$ cat config.mk
export PLATFORM = sky130hd
export DESIGN_NAME = channel_trigger_logic
export DESIGN_NICKNAME = d
export VERILOG_FILES = /design/src/rtl/trig_pkg.sv /design/src/rtl/trig_edge_capture.sv /design/src/rtl/channel_trigger_logic.sv
export SDC_FILE = /design/constraint.sdc
export NUM_CORES = 1
export LEC_CHECK = 0
export CORE_AREA = 2 2 39 41
export CTS_CLUSTER_SIZE = 12
export DETAILED_ROUTE_END_ITERATION = 12
export DIE_AREA = 0 0 41 43
export PLACE_DENSITY = 0.41
export SLEW_MARGIN = 15
export SYNTH_ARGS = -nofsm -noshare
export SYNTH_HDL_FRONTEND = slang
export SYNTH_HIERARCHICAL = 1
export SYNTH_SLANG_ARGS = --single-unit
$ cat constraint.sdc
create_clock -name clk -period 1.1 [get_ports clk]
set_input_delay 0.22 -clock clk [delete_from_list [all_inputs] [get_ports clk]]
set_output_delay 0.22 -clock clk [all_outputs]
set_load 0.03 [all_outputs]
$ cat src/rtl/trig_pkg.sv
// Shared trigger configuration definitions for the channel trigger qualifier.
package trig_pkg;

  localparam int unsigned TRIG_CFG_W     = 5;
  localparam int unsigned TRIG_LOW_LVL   = 4;
  localparam int unsigned TRIG_HIGH_LVL  = 3;
  localparam int unsigned TRIG_NEG_EDGE  = 2;
  localparam int unsigned TRIG_POS_EDGE  = 1;
  localparam int unsigned TRIG_DONT_CARE = 0;

  typedef logic [TRIG_CFG_W-1:0] trig_cfg_t;

endpackage

$ cat src/rtl/trig_edge_capture.sv
// Edge detector with a sticky, arm-gated capture flag for one comparator input.
module trig_edge_capture #(
  parameter bit FALLING = 1'b0,
  parameter bit RST_VAL = 1'b0
) (
  input  logic clk,
  input  logic rst_n,
  input  logic armed_i,
  input  logic sig_i,
  output logic seen_nxt_c_o
);

  logic hist_q;
  logic seen_q;
  logic seen_d;
  logic evt_c;

  // Edge event and next sticky flag; disarm clears even a coincident edge.
  always_comb begin
    evt_c  = 1'b0;
    seen_d = 1'b0;
    if (FALLING) begin
      evt_c = ~sig_i & hist_q;
    end else begin
      evt_c = sig_i & ~hist_q;
    end
    if (armed_i) begin
      seen_d = seen_q | evt_c;
    end
  end

  // History sample and sticky flag registers.
  always_ff @(posedge clk or negedge rst_n) begin
    if (!rst_n) begin
      hist_q <= RST_VAL;
      seen_q <= 1'b0;
    end else begin
      hist_q <= sig_i;
      seen_q <= seen_d;
    end
  end

  assign seen_nxt_c_o = seen_d;

endmodule

$ cat src/rtl/channel_trigger_logic.sv
// Per-channel trigger qualifier: ORs level, armed-edge and force conditions into one registered flag.
module channel_trigger_logic
  import trig_pkg::*;
(
  input  logic                  clk,
  input  logic                  rst_n,
  input  logic                  set_armed,
  input  logic                  CHxHff5,
  input  logic                  CHxLff5,
  input  logic [TRIG_CFG_W-1:0] CHxTrigCfg,
  output logic                  ChxTrig
);

  trig_cfg_t cfg_c;
  logic      pos_nxt_c;
  logic      neg_nxt_c;
  logic      trig_d;
  logic      trig_q;

  assign cfg_c = trig_cfg_t'(CHxTrigCfg);

  // Rising edge of the high comparator.
  trig_edge_capture #(
    .FALLING (1'b0),
    .RST_VAL (1'b0)
  ) u_pos_capture (
    .clk          (clk),
    .rst_n        (rst_n),
    .armed_i      (set_armed),
    .sig_i        (CHxHff5),
    .seen_nxt_c_o (pos_nxt_c)
  );

  // Falling edge of the low comparator (idle high).
  trig_edge_capture #(
    .FALLING (1'b1),
    .RST_VAL (1'b1)
  ) u_neg_capture (
    .clk          (clk),
    .rst_n        (rst_n),
    .armed_i      (set_armed),
    .sig_i        (CHxLff5),
    .seen_nxt_c_o (neg_nxt_c)
  );

  // Combine enabled conditions; edge terms use next-state flags for same-clock reporting.
  always_comb begin
    trig_d = 1'b0;
    trig_d = cfg_c[TRIG_DONT_CARE]
           | (cfg_c[TRIG_POS_EDGE] & pos_nxt_c)
           | (cfg_c[TRIG_NEG_EDGE] & neg_nxt_c)
           | (cfg_c[TRIG_HIGH_LVL] & CHxHff5)
           | (cfg_c[TRIG_LOW_LVL]  & ~CHxLff5);
  end

  // Registered trigger output.
  always_ff @(posedge clk or negedge rst_n) begin
    if (!rst_n) begin
      trig_q <= 1'b0;
    end else begin
      trig_q <= trig_d;
    end
  end

  assign ChxTrig = trig_q;

endmodule

---- Word-level counts from Yosys, hierarchy flattened ----
Index checks and enable logic that the tools add are counted.
Widths: inputs -> output; s select.
storage, ports and cells
  bits in registers ....................... 5
  bits of input ports ..................... 10
  output and inout bits ................... 1
operators by class
  multiplexer cells ....................... 2
  bitwise operators ....................... 14
operator list
  operator     count
  $and 1x1->1  6
  $or 1x1->1   6
  $mux 1       2
  $not 1->1    2

---- Depth between registers and ports, before layout ----
  depth after elaboration ................. 9
  depth in mapped cells ................... 4
  depth with buffers taken out ............ 4

---- Hierarchy ----
The synthesis kept the hierarchy.
modules (own cells, without submodules)
  module                              instances  cells an instance  area an instance (um^2)  seq. area each (um^2)
  trig_edge_capture at u_neg_capture  1          4                  72.6                     51.3
  trig_edge_capture at u_pos_capture  1          4                  71.3                     50.0
  channel_trigger_logic               1          4                  48.8                     25.0

---- Worst setup path before layout ----
No wires, ideal clock.
  path kind ............................... flip-flop to flip-flop
  from .................................... register u_neg_capture.hist_q
  to ...................................... register trig_q, in the netlist ChxTrig
  library setup time ...................... 0.135 ns
  data arrival time ....................... 0.987 ns
  data required time ...................... 0.965 ns
  setup slack ............................. -0.022 ns
  stages on the path, launching flop included .. 5
  buffers on the path ..................... 0
  clock period less this slack ............ 1.122 ns
  cell sequence ........................... dfstp_2 nor2b_4 o21a_1 a222oi_1 nand3b_1
on the way
  word-level cells in the longest chain between the ends .. 7
RTL lines
  element                 RTL line                     RTL
  start, declared         trig_edge_capture.sv:13      logic hist_q;
  start signal, assigned  trig_edge_capture.sv:38      hist_q <= sig_i;
  $and 1x1->1             trig_edge_capture.sv:23      evt_c = ~sig_i & hist_q;
  $or 1x1->1              trig_edge_capture.sv:28      seen_d = seen_q | evt_c;
  $mux 1                  trig_edge_capture.sv:27      if (armed_i) begin
  via neg_nxt_c           channel_trigger_logic.sv:16  logic neg_nxt_c;
  $and 1x1->1             channel_trigger_logic.sv:51  | (cfg_c[TRIG_NEG_EDGE] & neg_nxt_c)
  $or 1x1->1              channel_trigger_logic.sv:51
  $or 1x1->1              channel_trigger_logic.sv:52  | (cfg_c[TRIG_HIGH_LVL] & CHxHff5)
  $or 1x1->1              channel_trigger_logic.sv:53  | (cfg_c[TRIG_LOW_LVL] & ~CHxLff5);
  via trig_d              channel_trigger_logic.sv:17  logic trig_d;
  end signal, assigned    channel_trigger_logic.sv:61  trig_q <= trig_d;
  end, declared           channel_trigger_logic.sv:18  logic trig_q;
The timed path passes the listed nets, and every way through them passes these cells.

---- Final worst setup path ----
Ends and elaborated chain as after synthesis.

==> out/qor.yml <==
worst_setup_path:
  path_cells: "nor2b_4, o21a_1, a222oi_1, nand3b_1"
  endpoint_kind: "flop"
  ff2ff_setup_slack_ns: -0.10
  r2r_start: "u_neg_capture/hist_q"
  cp_slowest_cell: "dfstp_2"
  crit_family: "compound AO/OA/AOI/OAI gates"
  critPathKind: "reg -> reg"
  crit_start: "u_neg_capture/hist_q"
  crit_arrival_ns: 1.30
  r2r_cells: 4
  cp_num_buf_inv: 0
  r2r_end: "ChxTrig"
  required_ns: 1.20
  crit_path_max_incr_delay_ns: 0.35
  path_max_fanout: 2
  start_kind: "flop"
power_and_ir_drop:
  p_comb_frac: 0.145
  switching_share: 0.195
  power_density_nw_per_um2: 1360
  fin_total_pwr_mw: 0.471
  seqPwrFrac: 0.428
  max-vdd-ir-drop_uv: 251
  cell_internal_pwr_mw: 0.379
  leakage_nw: 0.154
  switching_power_mw: 0.0920
  clockPowerShare: 0.428
timing:
  tightest_slew_ns: 0.278
  setup_viol: 1
  hold_ws_ns: 0.206
  finalWorstSetupSlack_ns: -0.102
  finalHoldViolCount: 0
  maxSlewHeadroom: 0.814
  post-route-period-util: 1.09
  tns_ns: -0.102
  skew_ns: 0.00214
  period_needed_ns: 1.20
  max_freq_mhz: 832
  rsz0062_at_grt: "true"
  slew_violations: 0
synth:
  syn_avg_cell_area_um2: 16.1
  netlist.area_leader.share: 0.519
  syn_nets: 22
  syn_inst: 12
  synthTopCellsByArea: "dfrtp_1 52%, nor2b_4 14%, dfstp_2 14%"
  synth_top_area_cell: "dfrtp_1"
  synth_cell_type_count: 7
  synth_seq_cells: 5
  ys_seq_area_frac: 0.656
  syn_area_um2: 193
  synth.yosys.warnings: 6
clock_network:
  cts_root_buf: "clkbuf_4"
  cts_tree: "done"
  clockBufferDepth: 2
  cts_made_buffers: 3
  post_cts_buffers: 0
  cts_hold_buffers: 0
  clk_pin_slew_worst_paths_ns: 0.04
  insertion_delay_ns: 0.23
  htreeDepth: 1
  cts_sinks: 5
global_routing:
  antenna_found_initial: 0
  grt_max_degree: 6
  grt-ovfl-total: 0
  grt_pass1_wl_um: 579
  grt_pass1_vias: 183
  grtUsageTotal: 0.0524
final_layout:
  antenna_cells: 0
  nets: 38
  area_growth_pct: 79.2
  drive_gt1_frac: 0.296
floorplanning:
  start_util: 0.139
  ios: 11
  die_w_um: 41
  dieArea_um2: 1760
  placementRows: 14
  core_um2: 1380
  die_h_um: 43
detailed_routing:
  vias: 143
  wl_met2_um: 228
  drtIter0Drc: 3
  maxUsedRoutingLayer: "met3"
  remaining_drc_errors: 0
  post_drt_wl_per_cell_um: 9.12
  wl_met1_um: 106
  wl_met3_um: 57
  totalWireLength_um: 392
  final_antenna_net_count: 0
  vias_per_cell: 3.33
  firstDrtPassIters: 4
placement:
  gp_congestion: 0.550
  numPortBuffers: 10
min_path:
  hp-class: "in -> async"
run_status:
  outcome: "finished, violations left"
  violations: "setup timing"
run:
  drv_cap: 0
## power groups by stage
stage	logic, mW	registers [mW]	clock network (mW)
3_5_place_dp	0.0707	0.204	0
2_1_floorplan	0.0174	0.209	0
6_report	0.0680	0.201	0.201
4_1_cts	0.0700	0.202	0.208
5_1_grt	0.0729	0.202	0.225
3_3_place_gp	0.0704	0.203	0
## Yosys cell counts (all sizes together)
cell type	n
nand3b	1
nand2b	1
dfstp	1
a222oi	1
o21a	2
dfrtp	4
nor2b	2
## state kept, by name (all words and copies together) (netlist names)
register,flops
ChxTrig,1
u_neg_capture/hist_q,1
u_neg_capture/seen_q,1
u_pos_capture/hist_q,1
u_pos_capture/seen_q,1
## what timing repair did
action                     in CTS  in global routing
hold endpoints to repair        0                  0
setup endpoints to repair       1                  1
resized for setup               1                  1
pin swaps                       2                  2
## placed cells by master (no fill, tap or decap)
| master | Yosys | final |
|---|---|---|
| dfstp_2 | 1 | 1 |
| nor2b_4 | 2 | 2 |
| a222oi_1 | 1 | 1 |
| nand3b_1 | 1 | 1 |
| clkbuf_4 | 0 | 3 |
| clkbuf_1 | 0 | 1 |
| buf_4 | 0 | 2 |
| o21a_1 | 2 | 2 |
| dfrtp_1 | 4 | 4 |
| clkdlybuf4s50_1 | 0 | 7 |
| nand2b_1 | 1 | 1 |
| dlygate4sd2_1 | 0 | 1 |
| dlymetal6s2s_1 | 0 | 1 |
## worst max-delay path by stage
stage                     cells past startpoint       to  slack, ns
final                                         4  ChxTrig      -0.10
after global routing                          4  ChxTrig      -0.17
after CTS                                     4  ChxTrig      -0.14
after detailed placement                      5  ChxTrig      -0.48
after global placement                        5  ChxTrig      -0.43
after floorplan                               4  ChxTrig      -0.02
## per-layer routing
| metal | vias to the layer above | GRT usage |
|---|---|---|
| met2 | 5 | 0.0906 |
| met4 | 0 | 0.0600 |
| met5 | - | 0 |
| met3 | 0 | 0.0262 |
| li1 | 72 | - |
| met1 | 66 | 0.0292 |
## cells by family after synthesis
| group | after synthesis | synth area share |
|---|---|---|
| AO/OA/AOI/OAI | 3 | 0.130 |
| AND/OR/NAND/NOR | 4 | 0.214 |
| flip-flops | 5 | 0.656 |
## worst reg2reg max path, stage by stage, from the launching register on
cell      delay, ns
dfstp_2        0.35
nor2b_4        0.11
o21a_1         0.17
a222oi_1       0.31
nand3b_1       0.12
## metrics by stage
stage | std cells | instance area, µm² | util | setup slack [ns]
finish | 43 | 345 | 0.250 | -0.102
global route | 43 | 345 | 0.250 | -0.172
CTS | 43 | 343 | 0.248 | -0.142
detailed placement | 39 | 318 | 0.230 | -0.477
global placement | 39 | 318 | 0.230 | -0.429
floorplan | 12 | 193 | - | -0.0221
## cell type report
| cell class | count | area [µm²] |
|---|---|---|
| Clock buffer | 4 | 26.3 |
| Multi-Input combinational cell | 7 | 66.3 |
| Fill cell | 147 | 1040 |
| Sequential cell | 5 | 126 |
| Timing Repair Buffer | 11 | 106 |
| Tap cell | 16 | 20.0 |
No activity file was read; power rests on OpenSTA's default activity.
